File: config.mk
export PLATFORM = sky130hd
export DESIGN_NAME = decode_stage
export DESIGN_NICKNAME = d
export VERILOG_FILES = /design/src/rtl/decode_stage.sv
export SDC_FILE = /design/constraint.sdc
export NUM_CORES = 1
export LEC_CHECK = 0
export ABC_AREA = 1
export BUFFER_PORTS_ARGS = -buffer_cell sky130_fd_sc_hd__buf_2
export CAP_MARGIN = 40
export CORE_MARGIN = 3
export CORE_UTILIZATION = 55
export CTS_BUF_LIST = sky130_fd_sc_hd__clkbuf_2
export DETAILED_ROUTE_END_ITERATION = 10
export PLACE_DENSITY_LB_ADDON = 0.15
export SYNTH_ARGS = -nofsm -noshare
export SYNTH_HDL_FRONTEND = slang
export SYNTH_SLANG_ARGS = --single-unit
File: constraint.sdc
create_clock -name clk_i -period 7.7 [get_ports clk_i]
set_clock_uncertainty 0.1 [all_clocks]
set_input_delay 0.385 -clock clk_i [delete_from_list [all_inputs] [get_ports clk_i]]
set_output_delay 0.385 -clock clk_i [all_outputs]
set_load 0.005 [all_outputs]
File: src/rtl/decode_stage.sv
// decode_stage: registered RV32I decode stage with a 2-entry skid buffer
// (output register OUT plus skid register SKD) and valid/ready on both sides.
// Optional feature macro: DECODE_RV32M_EN decodes RV32M (OP, funct7=0000001)
// as legal muldiv instructions; without it those encodings are illegal.
module decode_stage #(
    parameter int XLEN    = 32,
    parameter int PC_W    = 32,
    parameter int ALUOP_W = 4
) (
    input  logic               clk_i,
    input  logic               rst_i,
    input  logic               flush_i,
    input  logic               in_valid_i,
    output logic               in_ready_o,
    input  logic [31:0]        instr_i,
    input  logic [PC_W-1:0]    pc_i,
    output logic               out_valid_o,
    input  logic               out_ready_i,
    output logic [PC_W-1:0]    pc_o,
    output logic [6:0]         opcode_o,
    output logic [2:0]         funct3_o,
    output logic [4:0]         rd_o,
    output logic [4:0]         rs1_o,
    output logic [4:0]         rs2_o,
    output logic [XLEN-1:0]    imm_o,
    output logic [ALUOP_W-1:0] alu_op_o,
    output logic               alu_src_imm_o,
    output logic               reg_write_o,
    output logic               mem_read_o,
    output logic               mem_write_o,
    output logic               mem_to_reg_o,
    output logic               branch_o,
    output logic               jump_o,
    output logic               jalr_o,
    output logic               muldiv_o,
    output logic               illegal_o
);

    localparam logic [ALUOP_W-1:0] ALU_ADD    = ALUOP_W'(0);
    localparam logic [ALUOP_W-1:0] ALU_SUB    = ALUOP_W'(1);
    localparam logic [ALUOP_W-1:0] ALU_SLL    = ALUOP_W'(2);
    localparam logic [ALUOP_W-1:0] ALU_SLT    = ALUOP_W'(3);
    localparam logic [ALUOP_W-1:0] ALU_SLTU   = ALUOP_W'(4);
    localparam logic [ALUOP_W-1:0] ALU_XOR    = ALUOP_W'(5);
    localparam logic [ALUOP_W-1:0] ALU_SRL    = ALUOP_W'(6);
    localparam logic [ALUOP_W-1:0] ALU_SRA    = ALUOP_W'(7);
    localparam logic [ALUOP_W-1:0] ALU_OR     = ALUOP_W'(8);
    localparam logic [ALUOP_W-1:0] ALU_AND    = ALUOP_W'(9);
    localparam logic [ALUOP_W-1:0] ALU_PASS_B = ALUOP_W'(10);

    localparam logic [6:0] OPC_LUI    = 7'b0110111;
    localparam logic [6:0] OPC_AUIPC  = 7'b0010111;
    localparam logic [6:0] OPC_JAL    = 7'b1101111;
    localparam logic [6:0] OPC_JALR   = 7'b1100111;
    localparam logic [6:0] OPC_BRANCH = 7'b1100011;
    localparam logic [6:0] OPC_LOAD   = 7'b0000011;
    localparam logic [6:0] OPC_STORE  = 7'b0100011;
    localparam logic [6:0] OPC_OPIMM  = 7'b0010011;
    localparam logic [6:0] OPC_OP     = 7'b0110011;
    localparam logic [6:0] OPC_FENCE  = 7'b0001111;

    typedef struct packed {
        logic [PC_W-1:0]    pc;
        logic [6:0]         opcode;
        logic [2:0]         funct3;
        logic [4:0]         rd;
        logic [4:0]         rs1;
        logic [4:0]         rs2;
        logic [XLEN-1:0]    imm;
        logic [ALUOP_W-1:0] alu_op;
        logic               alu_src_imm;
        logic               reg_write;
        logic               mem_read;
        logic               mem_write;
        logic               mem_to_reg;
        logic               branch;
        logic               jump;
        logic               jalr;
        logic               muldiv;
        logic               illegal;
    } bundle_t;

    bundle_t         dec;
    bundle_t         out_q;
    bundle_t         skd_q;
    logic            out_valid_q;
    logic            skd_valid_q;
    logic            illegal;
    logic [6:0]      opcode;
    logic [2:0]      funct3;
    logic [6:0]      funct7;
    logic [XLEN-1:0] imm_i;
    logic [XLEN-1:0] imm_s;
    logic [XLEN-1:0] imm_b;
    logic [XLEN-1:0] imm_u;
    logic [XLEN-1:0] imm_j;

    function automatic logic [ALUOP_W-1:0] alu_from_f3(input logic [2:0] f3);
        case (f3)
            3'd0:    return ALU_ADD;
            3'd1:    return ALU_SLL;
            3'd2:    return ALU_SLT;
            3'd3:    return ALU_SLTU;
            3'd4:    return ALU_XOR;
            3'd5:    return ALU_SRL;
            3'd6:    return ALU_OR;
            default: return ALU_AND;
        endcase
    endfunction

    assign opcode = instr_i[6:0];
    assign funct3 = instr_i[14:12];
    assign funct7 = instr_i[31:25];
    assign imm_i  = XLEN'($signed(instr_i[31:20]));
    assign imm_s  = XLEN'($signed({instr_i[31:25], instr_i[11:7]}));
    assign imm_b  = XLEN'($signed({instr_i[31], instr_i[7], instr_i[30:25], instr_i[11:8], 1'b0}));
    assign imm_u  = XLEN'($signed({instr_i[31:12], 12'b0}));
    assign imm_j  = XLEN'($signed({instr_i[31], instr_i[19:12], instr_i[20], instr_i[30:21], 1'b0}));

    // Decode the incoming word into a bundle; illegal encodings still pass but lose their write enables.
    always_comb begin
        dec        = '0;
        illegal    = 1'b0;
        dec.pc     = pc_i;
        dec.opcode = opcode;
        dec.funct3 = funct3;
        dec.rd     = instr_i[11:7];
        dec.rs1    = instr_i[19:15];
        dec.rs2    = instr_i[24:20];
        case (opcode)
            OPC_LUI: begin
                dec.alu_op      = ALU_PASS_B;
                dec.imm         = imm_u;
                dec.alu_src_imm = 1'b1;
                dec.reg_write   = 1'b1;
            end
            OPC_AUIPC: begin
                dec.imm         = imm_u;
                dec.alu_src_imm = 1'b1;
                dec.reg_write   = 1'b1;
            end
            OPC_JAL: begin
                dec.jump      = 1'b1;
                dec.imm       = imm_j;
                dec.reg_write = 1'b1;
            end
            OPC_JALR: begin
                dec.jalr        = 1'b1;
                dec.imm         = imm_i;
                dec.alu_src_imm = 1'b1;
                dec.reg_write   = 1'b1;
                illegal         = (funct3 != 3'b000);
            end
            OPC_BRANCH: begin
                dec.branch = 1'b1;
                dec.imm    = imm_b;
                case (funct3)
                    3'b000, 3'b001: dec.alu_op = ALU_SUB;
                    3'b100, 3'b101: dec.alu_op = ALU_SLT;
                    3'b110, 3'b111: dec.alu_op = ALU_SLTU;
                    default:        illegal    = 1'b1;
                endcase
            end
            OPC_LOAD: begin
                dec.imm         = imm_i;
                dec.alu_src_imm = 1'b1;
                dec.mem_read    = 1'b1;
                dec.mem_to_reg  = 1'b1;
                dec.reg_write   = 1'b1;
                illegal         = (funct3 == 3'b011) || (funct3 == 3'b110) || (funct3 == 3'b111);
            end
            OPC_STORE: begin
                dec.imm         = imm_s;
                dec.alu_src_imm = 1'b1;
                dec.mem_write   = 1'b1;
                illegal         = (funct3 > 3'b010);
            end
            OPC_OPIMM: begin
                dec.imm         = imm_i;
                dec.alu_src_imm = 1'b1;
                dec.reg_write   = 1'b1;
                dec.alu_op      = alu_from_f3(funct3);
                if (funct3 == 3'b001) begin
                    illegal = (funct7 != 7'b0000000);
                end else if (funct3 == 3'b101) begin
                    if (funct7 == 7'b0100000) begin
                        dec.alu_op = ALU_SRA;
                    end else if (funct7 != 7'b0000000) begin
                        illegal = 1'b1;
                    end
                end
            end
            OPC_OP: begin
                dec.reg_write = 1'b1;
                if (funct7 == 7'b0000000) begin
                    dec.alu_op = alu_from_f3(funct3);
                end else if (funct7 == 7'b0100000 && funct3 == 3'b000) begin
                    dec.alu_op = ALU_SUB;
                end else if (funct7 == 7'b0100000 && funct3 == 3'b101) begin
                    dec.alu_op = ALU_SRA;
                end else if (funct7 == 7'b0000001) begin
`ifdef DECODE_RV32M_EN
                    dec.muldiv = 1'b1;
                    dec.alu_op = ALU_ADD;
`else
                    illegal = 1'b1;
`endif
                end else begin
                    illegal = 1'b1;
                end
            end
            OPC_FENCE: begin
                illegal = (funct3 != 3'b000);
            end
            default: begin
                illegal = 1'b1;
            end
        endcase
        if (illegal) begin
            dec.illegal   = 1'b1;
            dec.reg_write = 1'b0;
            dec.mem_read  = 1'b0;
            dec.mem_write = 1'b0;
            dec.alu_op    = ALU_ADD;
        end
    end

    // OUT/SKD skid buffer: drain OUT, refill from SKD, then park a new word in OUT or SKD; flush clears both.
    always_ff @(posedge clk_i or posedge rst_i) begin
        if (rst_i) begin
            out_valid_q <= 1'b0;
            skd_valid_q <= 1'b0;
            out_q       <= '0;
            skd_q       <= '0;
        end else if (flush_i) begin
            out_valid_q <= 1'b0;
            skd_valid_q <= 1'b0;
        end else if (!out_valid_q || out_ready_i) begin
            if (skd_valid_q) begin
                out_q       <= skd_q;
                out_valid_q <= 1'b1;
                skd_valid_q <= 1'b0;
            end else if (in_valid_i) begin
                out_q       <= dec;
                out_valid_q <= 1'b1;
            end else begin
                out_valid_q <= 1'b0;
            end
        end else if (in_valid_i && !skd_valid_q) begin
            skd_q       <= dec;
            skd_valid_q <= 1'b1;
        end
    end

    assign in_ready_o    = !skd_valid_q;
    assign out_valid_o   = out_valid_q;
    assign pc_o          = out_q.pc;
    assign opcode_o      = out_q.opcode;
    assign funct3_o      = out_q.funct3;
    assign rd_o          = out_q.rd;
    assign rs1_o         = out_q.rs1;
    assign rs2_o         = out_q.rs2;
    assign imm_o         = out_q.imm;
    assign alu_op_o      = out_q.alu_op;
    assign alu_src_imm_o = out_q.alu_src_imm;
    assign reg_write_o   = out_q.reg_write;
    assign mem_read_o    = out_q.mem_read;
    assign mem_write_o   = out_q.mem_write;
    assign mem_to_reg_o  = out_q.mem_to_reg;
    assign branch_o      = out_q.branch;
    assign jump_o        = out_q.jump;
    assign jalr_o        = out_q.jalr;
    assign muldiv_o      = out_q.muldiv;
    assign illegal_o     = out_q.illegal;

endmodule

==> flow_metrics.env <==
export IMPL_p_clk_frac=0.287
export IMPL_initial_utilization=0.568
export IMPL_end_kind="flip-flop"
export IMPL_tns_ns=0
export IMPL_cts_root_buf="clkbuf_2"
export IMPL_r2r_end="imm_o[6]"
export IMPL_tightest_slew_ns=0.742
export IMPL_drv_slew=0
export IMPL_p_leak_nw=6.52
export IMPL_rsz0062_at_grt="no"
export IMPL_clockBufferDepth=3
export IMPL_h_tree_depth=2
export IMPL_grtUsageTotal=0.267
export IMPL_drt_pass1_iter_count=5
export IMPL_vias=8773
export IMPL_drt_wl_total_um=25000
export IMPL_grt_busiest_layer="met2"
export IMPL_viasPerCell=5.21
export IMPL_grt_pass1_wl_um=40400
export IMPL_timing_final_crit_period_ns=3.26
export IMPL_rr_worst_depth=9
export IMPL_hp_class="input pin to flip-flop"
export IMPL_relSlewSlack=0.505
export IMPL_grtUsageMet2=0.427
export IMPL_arrival_ns=3.86
export IMPL_overflow=0
export IMPL_critical_path_peak_fanout=55
export IMPL_drc=0
export IMPL_antenna_found_initial=2
export IMPL_grt_max_degree=95
export IMPL_r2r_start="skd_valid_q"
export IMPL_yosysWarnings=0
export IMPL_avgSynthCellArea_um2=7.97
export IMPL_ys_seq_area_frac=0.542
export IMPL_syn_area_um2=9510
export IMPL_critPathKind="flip-flop to flip-flop"
export IMPL_startpoint_type="flip-flop"
export IMPL_seqPwrFrac=0.542
export IMPL_post_cts_setup_buffers=0
export IMPL_die_x_um=138
export IMPL_min_period_over_period=0.423
export IMPL_max_cap_violations=0
export IMPL_dieArea_um2=18900
export IMPL_die_h_um=138
export IMPL_antenna_left=0
export IMPL_drive_gt1_frac=0.201
export IMPL_place_ws_ns=4.52
export IMPL_p_comb_frac=0.171
export IMPL_min_path_cells=6
export IMPL_yosys_register_bits=206
export IMPL_max_freq_mhz=307
export IMPL_core_area_um2=16800
export IMPL_ios=174
export IMPL_area_growth_syn_to_layout_pct=23.0
export IMPL_status="finished clean"
export IMPL_synth_cells=1193
export IMPL_syn_nets=1262
export IMPL_r2r_slack_ns=4.44
export IMPL_p_per_area_nw_per_um2=214
export IMPL_clock_sinks=206
export IMPL_required_ns=8.30
export IMPL_finalSetupViolations=0
export IMPL_ys_types=32
export IMPL_gp_congestion=0.933
export IMPL_setup_ws_ns=4.44
export IMPL_cts_made_buffers=52
export IMPL_dp_hpwl_um=16200
export IMPL_hp_start="out_ready_i"
export IMPL_wl_per_cell_um=14.9
export IMPL_portBuffers=172
export IMPL_cts_resized=0
export IMPL_cts_tree="built"
export IMPL_ir_drop_uv=112
export IMPL_rows=47
export IMPL_grt_pass1_vias=8292
export IMPL_use_met1=0.358
export IMPL_worstHoldEndpoint="pc_o[19]"
export IMPL_intPower_mw=1.74
export IMPL_final_nets=1499
export IMPL_clk_latency_ns=0.81
export IMPL_hold_viol_final=0
export IMPL_switching_share=0.306
export IMPL_path_clk_slew_ns=0.11
export IMPL_use_met3=0.0500
export IMPL_drt_iter0_drc=683
export IMPL_switchingPower_mw=0.766
through the flow:
stage / hold slack (ns) / cells / power (mW) / util / instance area (µm²)
5_1_grt: 0.288 / 1684 / 2.67 / 0.698 / 11700
2_1_floorplan: 0.344 / 1193 / 1.60 / - / 9510
4_1_cts: 0.171 / 1682 / 2.52 / 0.698 / 11700
3_3_place_gp: 0.360 / 1519 / 1.75 / 0.621 / 10400
6_report: 0.252 / 1684 / 2.50 / 0.698 / 11700
3_5_place_dp: 0.266 / 1524 / 1.78 / 0.628 / 10500
area by class of cell:
| type | instances | area [µm²] |
|---|---|---|
| diodes | 2 | 5.00 |
| clock buffers | 71 | 355 |
| clock inverters | 15 | 90.1 |
| fillers | 1392 | 5060 |
| inverters | 100 | 385 |
| multi-input cells | 815 | 3690 |
| flip-flops and latches | 206 | 5150 |
| well taps | 220 | 275 |
| repair buffers | 255 | 1740 |
per-layer routing:
metal	up-vias	routed length (µm)
met2	334	11900
met3	50	1720
met5	-	0
met4	0	726
met1	4055	10600
li1	4334	-
how the worst max path moves through the flow:
stage                   to  depth (start not counted)  slack (ns)         from
6_report          imm_o[6]                          9        4.44  skd_valid_q
5_1_grt           imm_o[6]                          9        4.19  skd_valid_q
4_1_cts           imm_o[6]                          9        4.50  skd_valid_q
3_5_place_dp      imm_o[6]                          9        4.52  skd_valid_q
3_3_place_gp     imm_o[10]                          8        4.41  skd_valid_q
2_1_floorplan  alu_op_o[0]                          1        1.59        rst_i
cells in the mapped netlist (all sizes together):
library cell / instances / share of area
clkbuf: 49 / 0.019
a21oi: 31 / 0.017
o21ai: 234 / 0.12
buf: 23 / 0.013
nand2: 398 / 0.16
o21a: 2 / 0.0016
o2111ai: 11 / 0.010
conb: 1 / 0.00039
dfrtp: 206 / 0.54
nor2: 80 / 0.035
inv: 100 / 0.039
a22oi: 5 / 0.0039
or2: 3 / 0.0020
a21boi: 4 / 0.0032
nand4: 1 / 0.00066
a31oi: 8 / 0.0053
nand3: 32 / 0.020
nor3: 3 / 0.0016
o22ai: 2 / 0.0013
flip-flops by register name, indices dropped and copies added, names as in the netlist:
name           flops
skd_q            102
out_valid_o        1
jump_o             1
pc_o              32
jalr_o             1
opcode_o           7
alu_op_o           4
funct3_o           3
skd_valid_q        1
alu_src_imm_o      1
imm_o             32
reg_write_o        1
rd_o               5
mem_to_reg_o       1
branch_o           1
rs2_o              5
mem_write_o        1
mem_read_o         1
rs1_o              5
illegal_o          1
cell usage in the layout (no fill, tap or decap), types with 7 or more instances in the layout:
cell and n:
o21ai_1 9, buf_2 172, o2111ai_1 11, a21oi_1 30, nor2_1 74, nand2_2 7
nand2_1 389, nand3_1 25, clkbuf_2 71, dfrtp_1 206, a31oi_1 8, inv_1 92
clkinv_1 10, o21ai_0 224, dlygate4sd3_1 72
worst max-delay path: stages (launching register included):
cell	delay [ns]
dfrtp_1	0.38
buf_4	0.26
inv_4	0.43
a21oi_1	0.20
nand2_4	0.41
buf_12	0.30
buf_4	0.35
inv_1	0.21
or2_2	0.32
a21boi_1	0.14
power groups by stage:
stage               Combinational, mW  Sequential [mW]  Clock [mW]
global route                    0.497             1.38       0.793
global placement                0.381             1.37           0
floorplan                       0.232             1.37           0
detailed placement              0.401             1.38           0
finish                          0.427             1.36       0.717
CTS                             0.431             1.36       0.738
cell families after synthesis:
kind of cell / after synthesis / share of synthesized area
DFF: 206 / 0.542
and+or+nand+nor: 517 / 0.219
AOI/OAI and AO/OA: 297 / 0.167
other: 1 / 0.000394
buffers and inverters: 172 / 0.0719
timing repair:
item / CTS / global route
endpoints found under the hold margin: 298 / 0
endpoints found under the setup margin: 0 / 0
hold buffers: 72 / 0
Note: power is estimated with default switching activity, not from simulation.
